<file path="src/rtl/alu_issue_stage_pkg.sv">
// Shared types and constants for the ALU issue stage.
// Contents: datapath widths, ALU opcode/flag types, operand-select encodings,
// the constant four used for PC+4, and the payload carried through the stage.
package alu_issue_stage_pkg;

  localparam int unsigned XLEN = 32;
  localparam int unsigned RD_W = 5;

  // ALU_OP_ADD must stay encoded as zero: the payload register resets to all zeros.
  typedef enum logic [3:0] {
    ALU_OP_ADD  = 4'd0,
    ALU_OP_SUB  = 4'd1,
    ALU_OP_AND  = 4'd2,
    ALU_OP_OR   = 4'd3,
    ALU_OP_XOR  = 4'd4,
    ALU_OP_SLL  = 4'd5,
    ALU_OP_SRL  = 4'd6,
    ALU_OP_SRA  = 4'd7,
    ALU_OP_SLT  = 4'd8,
    ALU_OP_SLTU = 4'd9
  } alu_op_e;

  typedef struct packed {
    logic zero;
    logic neg;
    logic carry;
    logic ovf;
  } alu_flags_t;

  // Encoding 2'd3 is reserved for both selects and yields a zero operand.
  typedef enum logic [1:0] {
    A_RS1  = 2'd0,
    A_PC   = 2'd1,
    A_ZERO = 2'd2
  } a_sel_e;

  typedef enum logic [1:0] {
    B_RS2  = 2'd0,
    B_IMM  = 2'd1,
    B_FOUR = 2'd2
  } b_sel_e;

  localparam logic [XLEN-1:0] ALU_CONST_FOUR = XLEN'(4);

  typedef struct packed {
    alu_op_e         op;
    logic [XLEN-1:0] a;
    logic [XLEN-1:0] b;
    logic [RD_W-1:0] rd;
  } issue_pl_t;

  localparam int unsigned ISSUE_PL_W = $bits(issue_pl_t);

endpackage

</file>
<file path="src/rtl/pipe_skid_buf.sv">
// Generic 2-entry (main + skid) valid/ready buffer with a registered in_ready_o.
// Ports:
//   clk_i, reset_i        clock, synchronous active-high reset
//   in_valid_i/in_ready_o upstream handshake, in_data_i payload
//   out_valid_o/out_ready_i downstream handshake, out_data_o payload (main entry)
// Strictly FIFO: new data never bypasses an occupied skid entry.
module pipe_skid_buf #(
  parameter int unsigned W = 8
) (
  input  logic         clk_i,
  input  logic         reset_i,
  input  logic         in_valid_i,
  output logic         in_ready_o,
  input  logic [W-1:0] in_data_i,
  output logic         out_valid_o,
  input  logic         out_ready_i,
  output logic [W-1:0] out_data_o
);

  logic         main_valid_q, main_valid_d;
  logic         skid_valid_q, skid_valid_d;
  logic         ready_q, ready_d;
  logic [W-1:0] main_q, main_d;
  logic [W-1:0] skid_q, skid_d;
  logic         in_fire, out_fire;

  // Ready is forced low while reset is asserted, independent of the register.
  assign in_ready_o  = ready_q & ~reset_i;
  assign out_valid_o = main_valid_q;
  assign out_data_o  = main_q;

  assign in_fire  = in_valid_i & in_ready_o;
  assign out_fire = main_valid_q & out_ready_i;

  // Next-state for both entries; payloads only change when loaded.
  always_comb begin
    main_valid_d = main_valid_q;
    skid_valid_d = skid_valid_q;
    main_d       = main_q;
    skid_d       = skid_q;
    if (!main_valid_q || out_fire) begin
      if (skid_valid_q) begin
        main_d       = skid_q;
        main_valid_d = 1'b1;
        skid_valid_d = in_fire;
        if (in_fire) skid_d = in_data_i;
      end else begin
        main_valid_d = in_fire;
        if (in_fire) main_d = in_data_i;
      end
    end else if (in_fire) begin
      skid_d       = in_data_i;
      skid_valid_d = 1'b1;
    end
    ready_d = ~skid_valid_d;
  end

  // State register.
  always_ff @(posedge clk_i) begin
    if (reset_i) begin
      main_valid_q <= 1'b0;
      skid_valid_q <= 1'b0;
      ready_q      <= 1'b1;
      main_q       <= '0;
      skid_q       <= '0;
    end else begin
      main_valid_q <= main_valid_d;
      skid_valid_q <= skid_valid_d;
      ready_q      <= ready_d;
      main_q       <= main_d;
      skid_q       <= skid_d;
    end
  end

endmodule

</file>
<file path="src/rtl/alu_issue_stage.sv">
// Execute-stage front end feeding the combinational alu.
// Selects operands A/B from rs1/pc/0 and rs2/imm/4, buffers {op, A, B, rd} in a
// 2-entry skid buffer, drives the alu from the main entry and forwards the alu
// result/flags with rd to writeback.
// Ports:
//   clk_i, reset_i                          clock, synchronous active-high reset
//   in_valid_i/in_ready_o, in_*             decoded operation input handshake
//   alu_a_o, alu_b_o, alu_op_o              to alu
//   alu_result_i, alu_flags_i               from alu
//   out_valid_o/out_ready_i, out_*          writeback handshake
// Optional (macro ALU_ISSUE_STAGE_PERF_EN):
//   perf_ops_o    saturating count of output handshakes
//   perf_stall_o  saturating count of cycles with out_valid_o & !out_ready_i
module alu_issue_stage
  import alu_issue_stage_pkg::*;
(
  input  logic            clk_i,
  input  logic            reset_i,
  input  logic            in_valid_i,
  output logic            in_ready_o,
  input  alu_op_e         in_op_i,
  input  a_sel_e          in_a_sel_i,
  input  b_sel_e          in_b_sel_i,
  input  logic [XLEN-1:0] in_rs1_i,
  input  logic [XLEN-1:0] in_rs2_i,
  input  logic [XLEN-1:0] in_pc_i,
  input  logic [XLEN-1:0] in_imm_i,
  input  logic [RD_W-1:0] in_rd_i,
  output logic [XLEN-1:0] alu_a_o,
  output logic [XLEN-1:0] alu_b_o,
  output alu_op_e         alu_op_o,
  input  logic [XLEN-1:0] alu_result_i,
  input  alu_flags_t      alu_flags_i,
  output logic            out_valid_o,
  input  logic            out_ready_i,
  output logic [XLEN-1:0] out_result_o,
  output alu_flags_t      out_flags_o,
  output logic [RD_W-1:0] out_rd_o
`ifdef ALU_ISSUE_STAGE_PERF_EN
  ,
  output logic [31:0]     perf_ops_o,
  output logic [31:0]     perf_stall_o
`endif
);

  issue_pl_t              in_pl;
  issue_pl_t              main_pl;
  logic [ISSUE_PL_W-1:0]  main_bits;

  // Operand select on the incoming operation; reserved encodings give zero.
  always_comb begin
    in_pl    = '0;
    in_pl.op = in_op_i;
    in_pl.rd = in_rd_i;
    case (in_a_sel_i)
      A_RS1:   in_pl.a = in_rs1_i;
      A_PC:    in_pl.a = in_pc_i;
      A_ZERO:  in_pl.a = '0;
      default: in_pl.a = '0;
    endcase
    case (in_b_sel_i)
      B_RS2:   in_pl.b = in_rs2_i;
      B_IMM:   in_pl.b = in_imm_i;
      B_FOUR:  in_pl.b = ALU_CONST_FOUR;
      default: in_pl.b = '0;
    endcase
  end

  pipe_skid_buf #(
    .W (ISSUE_PL_W)
  ) u_skid (
    .clk_i       (clk_i),
    .reset_i     (reset_i),
    .in_valid_i  (in_valid_i),
    .in_ready_o  (in_ready_o),
    .in_data_i   (in_pl),
    .out_valid_o (out_valid_o),
    .out_ready_i (out_ready_i),
    .out_data_o  (main_bits)
  );

  assign main_pl = issue_pl_t'(main_bits);

  // The main entry drives the alu; its result settles within the same cycle.
  assign alu_a_o      = main_pl.a;
  assign alu_b_o      = main_pl.b;
  assign alu_op_o     = main_pl.op;
  assign out_rd_o     = main_pl.rd;
  assign out_result_o = alu_result_i;
  assign out_flags_o  = alu_flags_i;

`ifdef ALU_ISSUE_STAGE_PERF_EN
  logic [31:0] perf_ops_q;
  logic [31:0] perf_stall_q;
  logic        out_fire;
  logic        out_stall;

  assign out_fire  = out_valid_o & out_ready_i;
  assign out_stall = out_valid_o & ~out_ready_i;

  // Saturating performance counters.
  always_ff @(posedge clk_i) begin
    if (reset_i) begin
      perf_ops_q   <= '0;
      perf_stall_q <= '0;
    end else begin
      if (out_fire && (perf_ops_q != 32'hFFFF_FFFF))
        perf_ops_q <= perf_ops_q + 32'd1;
      if (out_stall && (perf_stall_q != 32'hFFFF_FFFF))
        perf_stall_q <= perf_stall_q + 32'd1;
    end
  end

  assign perf_ops_o   = perf_ops_q;
  assign perf_stall_o = perf_stall_q;
`endif

endmodule

</file>
<file path="config.mk">
export PLATFORM = sky130hd
export DESIGN_NAME = alu_issue_stage
export DESIGN_NICKNAME = d
export VERILOG_FILES = /design/src/rtl/alu_issue_stage_pkg.sv /design/src/rtl/pipe_skid_buf.sv /design/src/rtl/alu_issue_stage.sv
export SDC_FILE = /design/constraint.sdc
export NUM_CORES = 1
export LEC_CHECK = 0
export CAP_MARGIN = 25
export CORE_MARGIN = 3
export CORE_UTILIZATION = 25
export CTS_CLUSTER_SIZE = 20
export DETAILED_ROUTE_END_ITERATION = 10
export MAX_ROUTING_LAYER = met4
export PLACE_DENSITY = 0.56
export SYNTH_ARGS = -nofsm -noshare
export SYNTH_HDL_FRONTEND = slang
export SYNTH_HIERARCHICAL = 1
export SYNTH_SLANG_ARGS = --single-unit
</file>
<file path="constraint.sdc">
create_clock -name clk_i -period 2.6 [get_ports clk_i]
set_input_delay 0.52 -clock clk_i [delete_from_list [all_inputs] [get_ports clk_i]]
set_output_delay 0.52 -clock clk_i [all_outputs]
set_load 0.03 [all_outputs]
</file>
---- Word level (Yosys, flattened, before mapping) ----
Cells that the tools add are included.
word-level totals
  output and inout port bits .............. 111
  bits of input ports ..................... 181
  bits in registers ....................... 149
  word-level logic and storage cells ...... 31
operators by class
  reductions and logical operators ........ 6
  mux-type cells .......................... 11
  eq/ne operators ......................... 4
  bitwise gates (word level) .............. 5
operators by type and width
  cell                                            number
  two-way mux 73 bit                              5
  one-hot mux 32 bit (3 select lines)             1
  one-hot mux 32 bit (2 select lines)             1
  == test 2 x 1 -> 1 bit (second input constant)  2
  logical NOT 2 bit                               2
  two-way mux 1 bit                               4
  AND 1 bit                                       3
  == test 2 bit (second input constant)           1
  != test 2 x 1 -> 1 bit (second input constant)  1
  inverter 1 bit                                  2
  AND reduction 2 bit                             1
  nonzero test 2 bit                              1
  logical NOT 1 bit                               1
  logical OR 1 bit                                1

---- Logic depth before layout (Yosys ltp) ----
  depth in word-level cells ............... 6
  mapped depth ............................ 6
  gate-level depth less buffers ........... 4

---- Cells and area by module ----
The synthesis kept the hierarchy.
modules (own cells, without submodules)
  module           instances  sequential area each (sq um)  area each (sq um)  cells an instance
  pipe_skid_buf    1          2982.9                        7063.0             593
  alu_issue_stage  1          0.0                           1311.3             180

---- Least setup slack after synthesis ----
Ideal clock, no wire load.
  kind .................................... input to output
  start ................................... in reset_i
  end ..................................... out in_ready_o
  slack ................................... 0.682 ns
  arrival time ............................ 1.398 ns
  stages .................................. 4
  path buffers ............................ 3
  data required time ...................... 2.080 ns
  cell sequence ........................... buf_4 > buf_6 > buf_2 > nor2b_1
between the ends
  longest elaborated chain between the ends .. 2
ends and longest elaborated chain
  what                RTL line               text
  start: declaration  alu_issue_stage.sv:18  input logic reset_i,
  inverter 1 bit      pipe_skid_buf.sv:28    assign in_ready_o = ready_q & ~reset_i;
  AND 1 bit           pipe_skid_buf.sv:28
  end: declaration    alu_issue_stage.sv:20  output logic in_ready_o,
Every way passes these cells.

---- Final worst setup path ----
  start ................................... reg u_skid.main_valid_q, in the netlist u_skid/out_valid_o
  end ..................................... out out_valid_o
RTL lines
  what                      RTL line               text
  start: declaration        pipe_skid_buf.sv:20    logic main_valid_q, main_valid_d;
  start signal: assignment  pipe_skid_buf.sv:67    main_valid_q <= main_valid_d;
  end: declaration          alu_issue_stage.sv:34  output logic out_valid_o,
No word-level cell between the ends.

==> metrics.txt <==
outcome=complete, no violations; Internal=0.004802 W; maximum vdd drop=411.2 uV; PortBufs=between 200 and 250; Final GP Congestion=0.6728; WL/cell=17.17 um; WHS=0.5472 ns; Hold Buf Count CTS=0; Post-CTS Setup Repair Bufs=0; RSZ-0062 raised after global routing=no; die span in y=189.0 um; crit path DAT=between 1.5 and 2 ns; Combinational Power Share=19.4%; cell count after synthesis=773; ys async rst share=0%; Mapped Area=8374 um^2; DR vias=6259; CP Class=reg2out; Seq/Total Area, Yosys=35.62%; Clock Skew=0.009771 ns; antenna violations before repair=1; Die Width=approximately 190 um; CTS-repair resized insts=0; # DRC=0; highest layer used for signal routing=met4; clk slew on worst S/H paths=0.07 ns; r2r startpoint=u_skid/skid_valid_q; Critical Path RT=2.08 ns; Detailed Route WL=between 20 and 25 mm; drt initial violations=186; FF-to-FF setup slack=0.60 ns; EDFF count, synth=0; highest-delay cell along the critical path=clkdlybuf4s50_1; Netlist cell types=26; Synth top area share=35.62%; Tightest Pin Transition=0.7076 ns; clock share of power=43.3%; register area=about 3000 um^2; Fin. Hold Viols=0; crit path to=out_valid_o; final worst path period share=81.97%; reg2reg path depth=4; Detailed Routing Iterations Pass 1=4; clk buf depth=2; sw power=between 0.0015 and 0.002 W; worst skew pair latency=0.43 ns; Hold Path Class=reg2reg; CP Launch Point=u_skid/out_valid_o; row count=66; Top FF cell, synth=dfxtp_1; PwrDens=a little under 600 nW/um^2; DP HPWL=15.32 mm; most frequent cell after synthesis=dfxtp_1; Synth Register Bits=around 150; Startpoint Class=flop; max_cap viols=0; metal1 wirelength=10.80 mm; switch share=26.95%; Routed Antenna Nets=0; Die Area=35730 um^2; delay-heaviest family, CP=buffers and inverters; Slew Limit Fails=0; CTS H-tree depth=4; setup_tns=0 ns; Synth warnings=6; Critical Path Fanout Max=3; worst r2r dst=u_skid/out_data_o[67]; total congestion overflow=0; most common library cells after synthesis=dfxtp_1 (149), mux2i_1 (136), a31oi_1 (73), a211oi_2 (70), nor2b_1 (69); area of the multi-input gates=about 4600 um^2; CP Cell Sequence=clkdlybuf4s50_1; CTS root buf=clkbuf_16; maximum clock rate=around 470 MHz; Leakage=about 4.1 nW; Setup-failing EPs final=0; slowest cell delay on critical path=a little under 0.8 ns; largest net degree at the start of global routing=80; Worst setup EP type=output pin; synthesized area per cell=10.83 um^2; Max-slew headroom=52.83%; Bufs and invs on worst path=1; post-DR vias/cell=4.565; Filler Cell Count=3352; clock sink count=149; total CTS buffers=17; Seq pwr share=between 30% and 40%; fin nets=roughly 1100; routed length on met2=around 11 mm; Mapped Nets=954; All-Layer GR Usage=13.52%; share of cells above drive strength 1=22.09%; first-pass GRT wire length=37.45 mm; starting density of the core=between 20% and 30%; top post-synthesis cells by area=dfxtp_1 (36%), mux2i_1 (16%), a211oi_2 (10%); CTS tree=yes; number of global-route vias before repair=6653; Ports=292; Final Critical Period=2.131 ns; area grow syn2layout=34.29%; post-synth top area cell=dfxtp_1; Crit. path cell count=1; met3 WL post-DR=1.352 mm; CORE AREA=32780 um^2
-- worst min path at each step --
| stage | start | end | cells past startpoint |
|---|---|---|---|
| 2_1_floorplan | u_skid/ready_q | u_skid/out_valid_o | 2 |
| 3_3_place_gp | u_skid/out_data_o[57] | u_skid/out_data_o[57] | 2 |
| 3_5_place_dp | u_skid/out_data_o[55] | u_skid/out_data_o[55] | 2 |
| 4_1_cts | u_skid/out_data_o[55] | u_skid/out_data_o[55] | 2 |
| 5_1_grt | u_skid/out_data_o[56] | u_skid/out_data_o[56] | 2 |
| 6_report | u_skid/out_data_o[55] | u_skid/out_data_o[55] | 2 |
-- per-layer routing --
| layer | vias to the layer above | GRT usage (%) |
|---|---|---|
| met5 | - | - |
| met4 | 0 | 3.495 |
| met3 | 24 | 4.018 |
| met2 | 141 | 21.54 |
| met1 | 3039 | 16.80 |
| li1 | 3055 | - |
-- kinds of logic after synthesis --
logic type             count (synthesis)  share of synthesized area (%)
DFF                                  149                          35.62
buffers and inverters                118                          10.37
AOI/OAI and AO/OA                    152                          16.75
muxes                                209                          28.22
and+or+nand+nor                      145                          9.039
-- final cells by class --
cell class / instances / share of cell area, %
Multi-Input combinational cell: 506 / 40.57
Clock buffer: 19 / 3.850
Antenna cell: 1 / 0.02225
Tap cell: 442 / 4.918
Inverter: 1 / 0.03338
Timing Repair Buffer: 240 / 22.02
Clock inverter: 13 / 2.036
Sequential cell: 149 / 26.56
-- sequential cells by signal (all words and copies together) (netlist names) --
register / count
u_skid/out_data_o: 73
u_skid/out_valid_o: 1
u_skid/ready_q: 1
u_skid/skid_q: 73
u_skid/skid_valid_q: 1
-- stage by stage --
step / setup slack (ns) / instance area, um^2 / cells / utilization (%) / total power (W)
after global routing: 0.4146 / 11250 / 1371 / 34.30 / 0.006855
final: 0.4687 / 11250 / 1371 / 34.30 / 0.006574
after floorplan: 0.6816 / 8374 / 773 / - / 0.003356
after detailed placement: 0.3606 / 10580 / 1338 / 32.28 / 0.003789
after CTS: 0.4289 / 11240 / 1370 / 34.30 / 0.006675
after global placement: 0.3838 / 10580 / 1338 / 32.28 / 0.003778
-- power by group through the flow --
stage               combinational, W  sequential, W  clock, W
finish                       0.00127        0.00245   0.00285
global route                 0.00137        0.00247   0.00302
CTS                          0.00129        0.00245   0.00293
detailed placement           0.00129        0.00250         0
global placement             0.00128        0.00250         0
floorplan                   0.000698        0.00266         0
-- placed cells by master, fill, tap and decap left out, drive strengths merged, types with 3 or more instances in the layout --
| master | count |
|---|---|
| a211oi | 74 |
| a31oi | 73 |
| and2b | 5 |
| buf | 25 |
| bufinv | 6 |
| clkbuf | 19 |
| clkdlybuf4s50 | 215 |
| clkinv | 3 |
| clkinvlp | 4 |
| dfxtp | 149 |
| mux2 | 73 |
| mux2i | 136 |
| nand2b | 3 |
| nor2 | 64 |
| nor2b | 70 |
Note: power is estimated with default switching activity, not from simulation.
